**src/rtl/reg_file_arbiter_if.sv**
```systemverilog
// Requester-side bus of reg_file_arbiter: two requesters packed side by side.
//
// Handshake: a requester raises REQ[i] with OP/addresses/data stable and
// keeps it high until it sees ACK[i]=1. ACK[i] is a one-cycle pulse. The
// requester drops REQ[i] at the clock edge that closes the ACK cycle. Fields
// are latched at grant, so later changes do not affect a transaction already
// in flight. Dropping REQ mid-transaction does not cancel it.
interface reg_file_arbiter_if #(
  parameter int DATA_WIDTH = 32,
  parameter int ADDR_WIDTH = 5
);
  logic [1:0]              REQ;
  logic [1:0]              OP;
  logic [2*ADDR_WIDTH-1:0] RADDR1;
  logic [2*ADDR_WIDTH-1:0] RADDR2;
  logic [2*ADDR_WIDTH-1:0] WADDR;
  logic [2*DATA_WIDTH-1:0] WDATA;
  logic [1:0]              ACK;
  logic [DATA_WIDTH-1:0]   RDATA1;
  logic [DATA_WIDTH-1:0]   RDATA2;
  logic                    BUSY;

  modport master (
    output REQ, OP, RADDR1, RADDR2, WADDR, WDATA,
    input  ACK, RDATA1, RDATA2, BUSY
  );

  modport slave (
    input  REQ, OP, RADDR1, RADDR2, WADDR, WDATA,
    output ACK, RDATA1, RDATA2, BUSY
  );
endinterface

```
**src/rtl/reg_file_arbiter.sv**
```systemverilog
// reg_file_arbiter: serialises two requesters onto a 32x32 dual-read
// register file. Reads take RD1+RD2 (data captured at the end of RD2),
// writes take one WR cycle, then one RESP cycle carries the ACK pulse.
// All outputs are registered, decoded from the next state.
// Optional macro RF_ARB_ROUND_ROBIN_EN: round-robin tie-break instead of
// fixed priority (requester 0 wins ties).
module reg_file_arbiter #(
  parameter int DATA_WIDTH = 32,
  parameter int ADDR_WIDTH = 5
) (
  input  logic                  CLK,
  input  logic                  RST,
  reg_file_arbiter_if.slave     bus,
  output logic                  RF_READ,
  output logic                  RF_WRITE,
  output logic [ADDR_WIDTH-1:0] RF_ADDR_R1,
  output logic [ADDR_WIDTH-1:0] RF_ADDR_R2,
  output logic [ADDR_WIDTH-1:0] RF_ADDR_W,
  output logic [DATA_WIDTH-1:0] RF_DATA_W,
  input  logic [DATA_WIDTH-1:0] RF_DATA_R1,
  input  logic [DATA_WIDTH-1:0] RF_DATA_R2,
  output logic [2:0]            STATE_DBG
);

  typedef enum logic [2:0] {
    S_IDLE = 3'd0,
    S_RD1  = 3'd1,
    S_RD2  = 3'd2,
    S_WR   = 3'd3,
    S_RESP = 3'd4
  } state_t;

  state_t state_q, state_d;

  logic                  take;
  logic                  gnt_d, gnt_q;
  logic                  op_sel;
  logic [ADDR_WIDTH-1:0] raddr1_sel, raddr2_sel, waddr_sel;
  logic [DATA_WIDTH-1:0] wdata_sel;

  logic                  rf_read_d, rf_write_d, busy_d;
  logic [1:0]            ack_d;
  logic                  rf_read_q, rf_write_q, busy_q;
  logic [1:0]            ack_q;
  logic [ADDR_WIDTH-1:0] rf_addr_r1_q, rf_addr_r2_q, rf_addr_w_q;
  logic [DATA_WIDTH-1:0] rf_data_w_q, rdata1_q, rdata2_q;

  assign take = (state_q == S_IDLE) && (|bus.REQ);

`ifdef RF_ARB_ROUND_ROBIN_EN
  // Last granted requester; 0 after reset so requester 1 wins the first tie.
  logic last_q;

  // Tie goes to the requester not granted last; a lone request always wins.
  always_comb begin
    if (&bus.REQ) gnt_d = ~last_q;
    else          gnt_d = ~bus.REQ[0];
  end

  // Remember who was granted.
  always_ff @(posedge CLK or negedge RST) begin
    if (!RST)      last_q <= 1'b0;
    else if (take) last_q <= gnt_d;
  end
`else
  // Fixed priority: requester 0 wins whenever it is requesting.
  always_comb begin
    gnt_d = ~bus.REQ[0];
  end
`endif

  // Fields of the granted requester.
  assign op_sel     = bus.OP[gnt_d];
  assign raddr1_sel = gnt_d ? bus.RADDR1[2*ADDR_WIDTH-1:ADDR_WIDTH] : bus.RADDR1[ADDR_WIDTH-1:0];
  assign raddr2_sel = gnt_d ? bus.RADDR2[2*ADDR_WIDTH-1:ADDR_WIDTH] : bus.RADDR2[ADDR_WIDTH-1:0];
  assign waddr_sel  = gnt_d ? bus.WADDR[2*ADDR_WIDTH-1:ADDR_WIDTH]  : bus.WADDR[ADDR_WIDTH-1:0];
  assign wdata_sel  = gnt_d ? bus.WDATA[2*DATA_WIDTH-1:DATA_WIDTH]  : bus.WDATA[DATA_WIDTH-1:0];

  // State register.
  always_ff @(posedge CLK or negedge RST) begin
    if (!RST) state_q <= S_IDLE;
    else      state_q <= state_d;
  end

  // Next-state logic.
  always_comb begin
    state_d = state_q;
    case (state_q)
      S_IDLE: if (take) state_d = op_sel ? S_WR : S_RD1;
      S_RD1:  state_d = S_RD2;
      S_RD2:  state_d = S_RESP;
      S_WR:   state_d = S_RESP;
      S_RESP: state_d = S_IDLE;
      default: state_d = S_IDLE;
    endcase
  end

  // Output decode from the next state so the registered outputs line up with it.
  always_comb begin
    rf_read_d  = (state_d == S_RD1) || (state_d == S_RD2);
    rf_write_d = (state_d == S_WR);
    busy_d     = (state_d != S_IDLE);
    ack_d      = 2'b00;
    if (state_d == S_RESP) ack_d = gnt_q ? 2'b10 : 2'b01;
  end

  // Registered strobes, ACK and BUSY; reset abandons any transaction.
  always_ff @(posedge CLK or negedge RST) begin
    if (!RST) begin
      rf_read_q  <= 1'b0;
      rf_write_q <= 1'b0;
      busy_q     <= 1'b0;
      ack_q      <= 2'b00;
    end else begin
      rf_read_q  <= rf_read_d;
      rf_write_q <= rf_write_d;
      busy_q     <= busy_d;
      ack_q      <= ack_d;
    end
  end

  // Grant latch, register-file address/data, and read-data capture at end of RD2.
  always_ff @(posedge CLK or negedge RST) begin
    if (!RST) begin
      gnt_q        <= 1'b0;
      rf_addr_r1_q <= '0;
      rf_addr_r2_q <= '0;
      rf_addr_w_q  <= '0;
      rf_data_w_q  <= '0;
      rdata1_q     <= '0;
      rdata2_q     <= '0;
    end else begin
      if (take) begin
        gnt_q <= gnt_d;
        if (op_sel) begin
          rf_addr_w_q <= waddr_sel;
          rf_data_w_q <= wdata_sel;
        end else begin
          rf_addr_r1_q <= raddr1_sel;
          rf_addr_r2_q <= raddr2_sel;
        end
      end
      if (state_q == S_RD2) begin
        rdata1_q <= RF_DATA_R1;
        rdata2_q <= RF_DATA_R2;
      end
    end
  end

  assign RF_READ    = rf_read_q;
  assign RF_WRITE   = rf_write_q;
  assign RF_ADDR_R1 = rf_addr_r1_q;
  assign RF_ADDR_R2 = rf_addr_r2_q;
  assign RF_ADDR_W  = rf_addr_w_q;
  assign RF_DATA_W  = rf_data_w_q;
  assign bus.ACK    = ack_q;
  assign bus.BUSY   = busy_q;
  assign bus.RDATA1 = rdata1_q;
  assign bus.RDATA2 = rdata2_q;
  assign STATE_DBG  = state_q;

endmodule

```
**src/flat_wrapper.sv**
```systemverilog
// flat-port wrapper written by rule: the top's interface ports become plain ports
module reg_file_arbiter_flat 
#(
  parameter int DATA_WIDTH = 32,
  parameter int ADDR_WIDTH = 5
)
  (CLK, RST, RF_READ, RF_WRITE, RF_ADDR_R1, RF_ADDR_R2, RF_ADDR_W, RF_DATA_W, RF_DATA_R1, RF_DATA_R2, STATE_DBG, bus_REQ, bus_OP, bus_RADDR1, bus_RADDR2, bus_WADDR, bus_WDATA, bus_ACK, bus_RDATA1, bus_RDATA2, bus_BUSY);
  reg_file_arbiter_if #(.DATA_WIDTH(DATA_WIDTH), .ADDR_WIDTH(ADDR_WIDTH)) bus_i ();
  input  logic CLK;
  input  logic RST;
  output logic RF_READ;
  output logic RF_WRITE;
  output logic [ADDR_WIDTH-1:0] RF_ADDR_R1;
  output logic [ADDR_WIDTH-1:0] RF_ADDR_R2;
  output logic [ADDR_WIDTH-1:0] RF_ADDR_W;
  output logic [DATA_WIDTH-1:0] RF_DATA_W;
  input  logic [DATA_WIDTH-1:0] RF_DATA_R1;
  input  logic [DATA_WIDTH-1:0] RF_DATA_R2;
  output logic [2:0] STATE_DBG;
  input wire logic [$bits(bus_i.REQ)-1:0] bus_REQ;
  input wire logic [$bits(bus_i.OP)-1:0] bus_OP;
  input wire logic [$bits(bus_i.RADDR1)-1:0] bus_RADDR1;
  input wire logic [$bits(bus_i.RADDR2)-1:0] bus_RADDR2;
  input wire logic [$bits(bus_i.WADDR)-1:0] bus_WADDR;
  input wire logic [$bits(bus_i.WDATA)-1:0] bus_WDATA;
  output wire logic [$bits(bus_i.ACK)-1:0] bus_ACK;
  output wire logic [$bits(bus_i.RDATA1)-1:0] bus_RDATA1;
  output wire logic [$bits(bus_i.RDATA2)-1:0] bus_RDATA2;
  output wire logic [$bits(bus_i.BUSY)-1:0] bus_BUSY;
  assign bus_i.REQ = bus_REQ;
  assign bus_i.OP = bus_OP;
  assign bus_i.RADDR1 = bus_RADDR1;
  assign bus_i.RADDR2 = bus_RADDR2;
  assign bus_i.WADDR = bus_WADDR;
  assign bus_i.WDATA = bus_WDATA;
  assign bus_ACK = bus_i.ACK;
  assign bus_RDATA1 = bus_i.RDATA1;
  assign bus_RDATA2 = bus_i.RDATA2;
  assign bus_BUSY = bus_i.BUSY;
  reg_file_arbiter #(.DATA_WIDTH(DATA_WIDTH), .ADDR_WIDTH(ADDR_WIDTH)) u_core (.CLK(CLK), .RST(RST), .bus(bus_i), .RF_READ(RF_READ), .RF_WRITE(RF_WRITE), .RF_ADDR_R1(RF_ADDR_R1), .RF_ADDR_R2(RF_ADDR_R2), .RF_ADDR_W(RF_ADDR_W), .RF_DATA_W(RF_DATA_W), .RF_DATA_R1(RF_DATA_R1), .RF_DATA_R2(RF_DATA_R2), .STATE_DBG(STATE_DBG));
endmodule
```
**config.mk**
```make
export PLATFORM = sky130hd
export DESIGN_NAME = reg_file_arbiter_flat
export DESIGN_NICKNAME = d
export VERILOG_FILES = /design/src/rtl/reg_file_arbiter_if.sv /design/src/rtl/reg_file_arbiter.sv /design/src/flat_wrapper.sv
export SDC_FILE = /design/constraint.sdc
export NUM_CORES = 1
export LEC_CHECK = 0
export BUFFER_PORTS_ARGS = -buffer_cell sky130_fd_sc_hd__buf_2
export CAP_MARGIN = 20
export CORE_AREA = 4 4 108 110
export DETAILED_ROUTE_END_ITERATION = 10
export DIE_AREA = 0 0 112 114
export PLACE_DENSITY = 0.94
export SYNTH_ARGS = -nofsm -noshare
export SYNTH_HDL_FRONTEND = slang
export SYNTH_SLANG_ARGS = --single-unit
```
**constraint.sdc**
```tcl
create_clock -name CLK -period 4.25 [get_ports CLK]
set_input_delay 0.85 -clock CLK [delete_from_list [all_inputs] [get_ports CLK]]
set_output_delay 0.85 -clock CLK [all_outputs]
set_load 0.02 [all_outputs]
```
==> results of run 1 <==
==> logic make-up after synthesis <==
family,count (synthesis)
DFF,120
AOI/OAI and AO/OA,2
and+or+nand+nor,13
muxes,160
buffers and inverters,20
==> layout make-up <==
class / count / area (µm²) / share of cell area
Sequential cell: 120 / 3003 / 0.4139
Inverter: 3 / 11.26 / 0.001552
Clock buffer: 22 / 473.0 / 0.06519
Multi-Input combinational cell: 175 / 1941 / 0.2675
Tap cell: 140 / 175.2 / 0.02415
Timing Repair Buffer: 288 / 1484 / 0.2046
Clock inverter: 8 / 167.7 / 0.02311
==> through the flow <==
stage / setup slack [ns] / power (mW) / area, µm² / hold slack [ns]
2_1_floorplan: 2.033 / 3.646 / 5036 / 0.4032
3_3_place_gp: 1.899 / 4.464 / 6594 / 0.4417
3_5_place_dp: 1.820 / 4.603 / 6594 / 0.4384
4_1_cts: 1.815 / 6.155 / 7234 / 0.4051
5_1_grt: 2.048 / 6.422 / 7254 / 0.4269
6_report: 2.130 / 6.104 / 7254 / 0.3948
==> flip-flops by register name, summed over array words and instances (netlist names) <==
register / flops
u_core.RF_READ: 1
u_core.bus.RDATA2: 32
u_core.RF_DATA_W: 32
u_core.RF_ADDR_R2: 5
u_core.bus.RDATA1: 32
u_core.bus.BUSY: 1
u_core.STATE_DBG: 3
u_core.bus.ACK: 2
u_core.gnt_q: 1
u_core.RF_WRITE: 1
u_core.RF_ADDR_R1: 5
u_core.RF_ADDR_W: 5
==> cells in the mapped netlist <==
| cell type | count | area, µm² |
|---|---|---|
| dfrtp_1 | 120 | 3003 |
| buf_2 | 12 | 60.06 |
| mux2_2 | 142 | 1599 |
| or3_1 | 1 | 6.260 |
| mux2i_1 | 1 | 10.01 |
| mux2_4 | 9 | 135.1 |
| or2_1 | 1 | 6.260 |
| o21a_1 | 1 | 7.510 |
| buf_6 | 2 | 22.52 |
| nor2_1 | 6 | 22.52 |
| o21ai_0 | 1 | 5.000 |
| mux2i_2 | 1 | 13.76 |
| or4b_4 | 1 | 13.76 |
| nor4_2 | 1 | 12.51 |
| inv_1 | 3 | 11.26 |
| mux2_1 | 7 | 78.83 |
| clkbuf_1 | 2 | 7.510 |
| buf_4 | 1 | 7.510 |
| nand2b_1 | 1 | 6.260 |
| nand2_1 | 2 | 7.510 |
==> worst paths after layout <==
kind                                         end                 from  slack, ns  cells after the start
min in group CLK               u_core.bus.ACK[0]         u_core.gnt_q       0.44                      1
min                        u_core.bus.RDATA2[24]                  RST       0.39                      1
min reg2reg                    u_core.bus.ACK[0]         u_core.gnt_q       0.44                      1
max in group asynchronous   u_core.bus.RDATA2[8]                  RST       3.02                      2
max                                 STATE_DBG[0]  u_core.STATE_DBG[0]       2.13                      1
max reg2reg                 u_core.bus.RDATA2[4]  u_core.STATE_DBG[2]       2.26                      5
==> power groups by stage <==
stage | Clock, mW | Sequential (mW) | Combinational [mW]
5_1_grt | 1.63 | 2.12 | 2.68
3_5_place_dp | 0 | 2.06 | 2.55
6_report | 1.54 | 2.04 | 2.53
4_1_cts | 1.56 | 2.05 | 2.55
2_1_floorplan | 0 | 2.74 | 0.908
3_3_place_gp | 0 | 2.01 | 2.46
==> layer usage <==
layer | share of wire | vias to the layer above | GRT usage
met5 | 0 | - | 0
met4 | 0.026 | 0 | 0.08093
met3 | 0.076 | 28 | 0.07374
met2 | 0.56 | 173 | 0.3885
met1 | 0.34 | 1783 | 0.2092
li1 | - | 1702 | -
==> results.sh, run 1 <==
export IMPL_outcome="completed"
export IMPL_skew_ns=0.008949
export IMPL_clockBufferDepth=2
export IMPL_p_int_mw=3.908
export IMPL_holdBufCountCts=0
export IMPL_wl_per_cell_um=17.54
export IMPL_yosysSeqAreaShare=0.5963
export IMPL_die_w_um=112
export IMPL_crit_path_start_kind="flip-flop"
export IMPL_drv_slew=0
export IMPL_synth_compound_area_share=0.002484
export IMPL_core_um2=10700
export IMPL_cp_data_required_time_ns=3.40
export IMPL_synth_seq_cells=120
export IMPL_clk_pin_slew_ns=0.05
export IMPL_synthCells=315
export IMPL_post_cts_buffers=0
export IMPL_final_common_cell="buf_2"
export IMPL_timing_final_crit_share=0.4987
export IMPL_ir_drop_v=0.0004500
export IMPL_die_h_um=114
export IMPL_hold_viol_final=0
export IMPL_die_area_um2=12770
export IMPL_crit_type="reg -> out"
export IMPL_cts_resized=0
export IMPL_syn_area_per_cell_um2=15.99
export IMPL_grt_pass1_wl_mm=20.76
export IMPL_rsz0062_at_grt="false"
export IMPL_worstPathCellList="buf_2"
export IMPL_instances_no_fill=756
export IMPL_antenna_left=0
export IMPL_cts_buffers=17
export IMPL_ys_warn_count=0
export IMPL_num_vias=3686
export IMPL_initial_core_util=0.4708
export IMPL_critPathTopFamily="flip-flops"
export IMPL_utilization=0.6781
export IMPL_fin_crit_ns=2.120
export IMPL_grt_overflow=0
export IMPL_drive_gt1_frac=0.7662
export IMPL_muxShareOfSynthArea=0.3647
export IMPL_drt_iter0_drc=97
export IMPL_antenna_cells=0
export IMPL_antenna_found_initial=0
export IMPL_nets=769
export IMPL_io_pins=283
export IMPL_arrival_ns=1.27
export IMPL_hold_path_class="in -> async"
export IMPL_clock_latency_ns=0.49
export IMPL_synth_top_family_by_area="multiplexers"
export IMPL_place_gp_congestion=0.8813
export IMPL_drc=0
export IMPL_wl_mm=13.26
export IMPL_grt_max_degree=67
export IMPL_synth_area_um2=5036
export IMPL_worst_slew_pin_slew_ns=0.7054
export IMPL_final_setup_tns_ns=0
export IMPL_first_global_vias=4250
export IMPL_io_buffers=282
export IMPL_power_leakage_nw=3.627
export IMPL_cts_tree="built"
export IMPL_cts_sinks=120
export IMPL_cts_root_buffer="clkbuf_8"
export IMPL_slowest_delay_ns=0.54
export IMPL_synth_fa_ha_area_frac=0
export IMPL_setup_viol=0
export IMPL_synth_xor_area_frac=0
export IMPL_nFillCells=769
export IMPL_max_clock_freq_ghz=0.4718
export IMPL_p_switching_mw=2.196
export IMPL_area_growth_syn_to_layout_pct=44.05
export IMPL_cp_num_buf_inv=1
export IMPL_synth_nets=479
export IMPL_dp_hpwl_mm=10.29
export IMPL_rows=38
export IMPL_path_max_fanout=8
export IMPL_drt_pre_antenna_iters=4
export IMPL_dpl_cell_count=725
export IMPL_vias_per_cell=4.876
export IMPL_powerDensity_nw_per_um2=841.4
export IMPL_cp_end_kind="output port"
export IMPL_slew_headroom=0.5297
export IMPL_synthSimpleGateAreaFrac=0.01491
export IMPL_p_sw_frac=0.3597
export IMPL_slowest_stage="dfrtp_1"
export IMPL_cap_violations=0
export IMPL_post_synth_num_cell_types=20
export IMPL_h_tree_depth=4
export IMPL_pwr_share_seq=0.335
export IMPL_grtUsageTotal=0.2069
export IMPL_pwr_share_comb=0.414
export IMPL_pwr_share_clk=0.252
export IMPL_final_cell_mix="buf_2 (281), mux2_2 (142), dfrtp_1 (120), clkbuf_16 (16), mux2_4 (9)"
(Power assumes the default switching activity.)
==> run 2: changes to the inputs <==
--- a/config.mk
+++ b/config.mk
@@ -7,10 +7,10 @@
 export LEC_CHECK = 0
 export BUFFER_PORTS_ARGS = -buffer_cell sky130_fd_sc_hd__buf_2
 export CAP_MARGIN = 20
-export CORE_AREA = 4 4 108 110
+export CORE_AREA = 4 4 112 114
 export DETAILED_ROUTE_END_ITERATION = 10
-export DIE_AREA = 0 0 112 114
-export PLACE_DENSITY = 0.94
+export DIE_AREA = 0 0 116 118
+export PLACE_DENSITY = 0.89
 export SYNTH_ARGS = -nofsm -noshare
 export SYNTH_HDL_FRONTEND = slang
 export SYNTH_SLANG_ARGS = --single-unit
==> constraint.sdc (replaced) <==
create_clock -name CLK -period 2.1 [get_ports CLK]
set_input_delay 0.42 -clock CLK [delete_from_list [all_inputs] [get_ports CLK]]
set_output_delay 0.42 -clock CLK [all_outputs]
set_load 0.02 [all_outputs]
==> run 2 against run 1 <==
- non-clock buffer count grew 5
- sequential share of layout area about the same
- combinational power grew 100%
- via count down 0.33%
- clock-buffer cell count is the same
- flip-flop and latch count is the same
- utilization decreased by 4.3 points
- power is 97% higher
- design area about the same
- sequential power increased by 100%
- global-route usage shrank 1.5 points
- routed wire length down 3.4%
- critical path type is now reg -> reg
- largest power group unchanged
==> results.sh, run 2 (synthesis results as in run 1) <==
export IMPL_outcome="completed"
export IMPL_worst_slew_pin_slew_ns=0.6210
export IMPL_drt_pre_antenna_iters=4
export IMPL_final_cell_mix="buf_2 (281), mux2_2 (142), dfrtp_1 (120), clkbuf_16 (17)"
export IMPL_cts_tree="built"
export IMPL_rsz0062_at_grt="false"
export IMPL_skew_ns=0.004395
export IMPL_ir_drop_v=0.001209
export IMPL_wl_per_cell_um=16.75
export IMPL_drv_slew=0
export IMPL_grt_pass1_wl_mm=20.40
export IMPL_fin_crit_ns=1.792
export IMPL_io_pins=283
export IMPL_antenna_left=0
export IMPL_path_max_fanout=11
export IMPL_max_clock_freq_ghz=0.5581
export IMPL_antenna_cells=0
export IMPL_die_h_um=118
export IMPL_place_gp_congestion=0.7488
export IMPL_io_buffers=282
export IMPL_cts_resized=0
export IMPL_dp_hpwl_mm=10.07
export IMPL_setup_viol=0
export IMPL_wl_mm=12.81
export IMPL_powerDensity_nw_per_um2=1663
export IMPL_grt_overflow=0
export IMPL_h_tree_depth=4
export IMPL_final_common_cell="buf_2"
export IMPL_cts_root_buffer="clkbuf_16"
export IMPL_core_um2=11420
export IMPL_holdBufCountCts=0
export IMPL_final_setup_tns_ns=0
export IMPL_register_area_um2=3003
export IMPL_drt_iter0_drc=138
export IMPL_hold_path_class="in -> async"
export IMPL_vias_per_cell=4.803
export IMPL_grtUsageTotal=0.1918
export IMPL_initial_core_util=0.4410
export IMPL_nFillCells=869
export IMPL_arrival_ns=2.08
export IMPL_nets=774
export IMPL_die_area_um2=13690
export IMPL_cp_data_required_time_ns=2.39
export IMPL_cap_violations=0
export IMPL_cp_num_buf_inv=0
export IMPL_grt_max_degree=71
export IMPL_drive_gt1_frac=0.7685
export IMPL_antenna_found_initial=0
export IMPL_timing_final_crit_share=0.8533
export IMPL_crit_type="reg -> reg"
export IMPL_post_cts_buffers=0
export IMPL_worstPathCellList="or2_1 > or4b_4 > mux2_4"
export IMPL_area_growth_syn_to_layout_pct=43.95
export IMPL_power_leakage_nw=3.634
export IMPL_num_vias=3674
export IMPL_place_ws_ns=0.1397
export IMPL_first_global_vias=4180
export IMPL_timing_hold_ws_ns=0.01207
export IMPL_die_w_um=116
export IMPL_hold_viol_final=0
export IMPL_layout_setup_ws_ns=0.3082
export IMPL_drc=0
export IMPL_slowest_stage="or4b_4"
export IMPL_cts_sinks=120
export IMPL_clock_latency_ns=0.41
export IMPL_clk_pin_slew_ns=0.05
export IMPL_clockBufferDepth=2
export IMPL_cts_buffers=17
export IMPL_multiInputGateArea_um2=1941
export IMPL_rows=39
export IMPL_crit_path_start_kind="flip-flop"
export IMPL_cp_end_kind="flip-flop"
export IMPL_slew_headroom=0.5860
export IMPL_slowest_delay_ns=0.63
export IMPL_critPathTopFamily="simple AND/OR/NAND/NOR gates"
## run 2: cell types whose count changed in the layout (fill, tap and decap cells not counted)
| cell | delta |
|---|---|
| buf_12 | +1 |
| buf_4 | +4 |
| clkbuf_16 | +1 |
| bufinv_16 | -3 |
| clkinv_2 | +4 |
| clkbuf_8 | -1 |
## run 2: final cells by class
cell class,count,area share
tap,143,0.02468
clock buffer,22,0.06679
timing repair buffer,293,0.2116
clock inverter,9,0.01346
sequential,120,0.4142
inverter,3,0.001553
multi-input combinational,175,0.2677
## run 2: final timing paths
path	to	startpoint	slack, ns	cells after the start
max	u_core.RF_ADDR_R2[2]	u_core.STATE_DBG[2]	0.31	3
min in group CLK	u_core.bus.RDATA2[20]	RF_DATA_R2[20]	0.23	2
max in group asynchronous	u_core.RF_DATA_W[20]	RST	1.53	2
max reg2reg	u_core.RF_ADDR_R2[2]	u_core.STATE_DBG[2]	0.31	3
min	u_core.bus.RDATA2[28]	RST	0.01	2
min reg2reg	u_core.bus.ACK[0]	u_core.gnt_q	0.43	1
## run 2: power breakdown
group	leakage, nW	internal (mW)	switching [mW]	total, mW
registers	1.42	3.50	0.611	4.12
logic	1.92	2.30	2.83	5.13
clock network	0.291	1.85	0.962	2.81
total	3.63	7.65	4.40	12.1
## run 2: worst register-to-register path: stages, from the launching register on
cell and delay (ns):
dfrtp_1 0.41, or2_1 0.29, or4b_4 0.63, mux2_4 0.35
## run 2: metrics by stage
step / util / area, µm² / power, mW / cells
after detailed placement: 0.5839 / 6668 / 9.348 / 734
after floorplan: - / 5036 / 7.379 / 315
after global placement: 0.5839 / 6668 / 9.110 / 734
after global routing: 0.6349 / 7249 / 12.73 / 765
after CTS: 0.6349 / 7249 / 12.21 / 765
final: 0.6349 / 7249 / 12.05 / 765
## run 2: per-layer routing
layer  track usage  up-vias  share of wire
met2        0.3446      177           0.55
met5             0        -              0
met3       0.07404       24          0.099
met4       0.08847        0          0.022
li1              -     1708              -
met1        0.1905     1765           0.33
==> run 3: changes to the inputs <==
--- a/config.mk
+++ b/config.mk
@@ -6,8 +6,8 @@
 export NUM_CORES = 1
 export LEC_CHECK = 0
 export BUFFER_PORTS_ARGS = -buffer_cell sky130_fd_sc_hd__buf_2
-export CAP_MARGIN = 20
 export CORE_AREA = 4 4 112 114
+export CTS_BUF_LIST = sky130_fd_sc_hd__clkbuf_4 sky130_fd_sc_hd__clkbuf_8 sky130_fd_sc_hd__clkbuf_16
 export DETAILED_ROUTE_END_ITERATION = 10
 export DIE_AREA = 0 0 116 118
 export PLACE_DENSITY = 0.89
==> run 3 against run 2 <==
- power about the same
- design area about the same
- flip-flop and latch count unchanged
- via count about the same
- clock power about the same
- combinational power about the same
- critical path depth unchanged
- sequential power about the same
- non-clock buffer count unchanged
- clock-buffer cell count unchanged
- worst hold slack improved by 0.0069 ns
- maximum frequency about the same
- critical endpoint unchanged
- largest cell class unchanged
- highest routed layer unchanged
==> results.sh, run 3 (synthesis results as in run 1) <==
export IMPL_cts_root_buffer="clkbuf_16"
export IMPL_drt_iter0_drc=122
export IMPL_slew_headroom=0.5854
export IMPL_reg2reg_to="u_core.RF_ADDR_R2[2]"
export IMPL_power_leakage_nw=3.638
export IMPL_setup_viol=0
export IMPL_p_sw_frac=0.3647
export IMPL_clock_latency_ns=0.41
export IMPL_cts_resized=0
export IMPL_drt_pre_antenna_iters=4
export IMPL_timing_hold_ws_ns=0.01896
export IMPL_cts_buffers=17
export IMPL_dp_hpwl_mm=10.07
export IMPL_crit_type="reg -> reg"
export IMPL_clk_pin_slew_ns=0.05
export IMPL_p_int_mw=7.665
export IMPL_h_tree_depth=4
export IMPL_num_vias=3676
export IMPL_holdBufCountCts=0
export IMPL_powerDensity_nw_per_um2=1663
export IMPL_fin_crit_ns=1.792
export IMPL_instances_no_fill=765
export IMPL_first_global_vias=4179
export IMPL_drc=0
export IMPL_drv_slew=0
export IMPL_clockBufferDepth=2
export IMPL_core_um2=11420
export IMPL_skew_ns=0.004471
export IMPL_hold_viol_final=0
export IMPL_power_mw=12.06
export IMPL_ff2ff_setup_slack_ns=0.31
export IMPL_ir_drop_v=0.001189
export IMPL_dpl_cell_count=734
export IMPL_p_switching_mw=4.399
export IMPL_vias_per_cell=4.805
export IMPL_pwr_share_clk=0.234
export IMPL_area_growth_syn_to_layout_pct=44.02
export IMPL_post_cts_buffers=0
export IMPL_rsz0062_at_grt="false"
export IMPL_arrival_ns=2.08
export IMPL_cp_data_required_time_ns=2.39
export IMPL_place_gp_congestion=0.7488
export IMPL_final_setup_tns_ns=0
export IMPL_place_ws_ns=0.1397
export IMPL_grt_max_degree=71
export IMPL_fin_area_um2=7253
export IMPL_r2r_cells=3
export IMPL_wl_per_cell_um=16.82
export IMPL_antenna_left=0
export IMPL_pwr_share_seq=0.341
export IMPL_path_max_fanout=11
export IMPL_r2r_start="u_core.STATE_DBG[2]"
export IMPL_cp_end_kind="flip-flop"
export IMPL_layout_setup_ws_ns=0.3080
export IMPL_pwr_share_comb=0.425
export IMPL_outcome="completed"
export IMPL_hold_path_class="in -> async"
export IMPL_grtUsageTotal=0.1928
export IMPL_slowest_delay_ns=0.63
export IMPL_final_cell_mix="buf_2 (281), mux2_2 (142), dfrtp_1 (120), clkbuf_16 (17)"
export IMPL_wl_mm=12.87
export IMPL_crit_path_start_kind="flip-flop"
export IMPL_cp_num_buf_inv=0
export IMPL_placed_cell_area_um2=6668
export IMPL_nets=774
export IMPL_antenna_cells=0
export IMPL_antenna_found_initial=0
export IMPL_die_w_um=116
export IMPL_io_pins=283
export IMPL_worst_slew_pin_slew_ns=0.6220
export IMPL_rows=39
export IMPL_grt_pass1_wl_mm=20.47
export IMPL_drive_gt1_frac=0.7701
export IMPL_die_area_um2=13690
export IMPL_final_common_cell="buf_2"
export IMPL_initial_core_util=0.4410
export IMPL_timing_final_crit_share=0.8534
export IMPL_slowest_stage="or4b_4"
export IMPL_grt_overflow=0
export IMPL_cts_sinks=120
export IMPL_cap_violations=0
export IMPL_worstPathCellList="or2_1 > or4b_4 > mux2_4"
export IMPL_io_buffers=282
export IMPL_critPathTopFamily="simple AND/OR/NAND/NOR gates"
export IMPL_die_h_um=118
export IMPL_utilization=0.6352
export IMPL_max_clock_freq_ghz=0.5580
export IMPL_cts_tree="built"
-- run 3: cell counts in the layout (fill, tap and decap cells not counted) --
Identical to the previous run, type by type.
-- run 3: final cells by class --
class	instances	area (µm²)
inverters	3	11.26
multi-input cells	175	1941
fillers	865	4165
well taps	143	178.9
clock inverters	9	97.59
flip-flops and latches	120	3003
clock buffers	22	488.0
repair buffers	293	1534
-- run 3: how the worst max path moves through the flow --
stage / slack [ns] / cells past startpoint / endpoint / from
final: 0.31 / 3 / u_core.RF_ADDR_R2[2] / u_core.STATE_DBG[2]
after global routing: 0.23 / 4 / u_core.bus.RDATA2[22] / u_core.STATE_DBG[2]
after CTS: 0.30 / 3 / u_core.RF_ADDR_R2[2] / u_core.STATE_DBG[2]
after detailed placement: 0.14 / 4 / u_core.RF_ADDR_R2[2] / bus_REQ[0]
after global placement: 0.18 / 4 / u_core.RF_ADDR_R1[3] / bus_REQ[0]
after floorplan: 0.22 / 5 / u_core.RF_DATA_W[13] / u_core.STATE_DBG[2]
-- run 3: worst register-to-register path, cell delays in order, from the launching register on --
cell and delay [ns]:
dfrtp_1 0.41, or2_1 0.29, or4b_4 0.63, mux2_4 0.35
-- run 3: metal layers --
layer / GRT usage / wire length [µm]
met1: 0.1941 / 4315
met2: 0.3439 / 6986
met3: 0.07404 / 1277
met4: 0.08847 / 287
met5: 0 / 0
-- run 3: power by group through the flow --
stage	Clock [mW]	Sequential (mW)	Combinational (mW)
2_1_floorplan	0	5.54	1.84
3_5_place_dp	0	4.15	5.20
6_report	2.82	4.11	5.13
5_1_grt	3.00	4.27	5.48
3_3_place_gp	0	4.06	5.05
4_1_cts	2.88	4.13	5.22
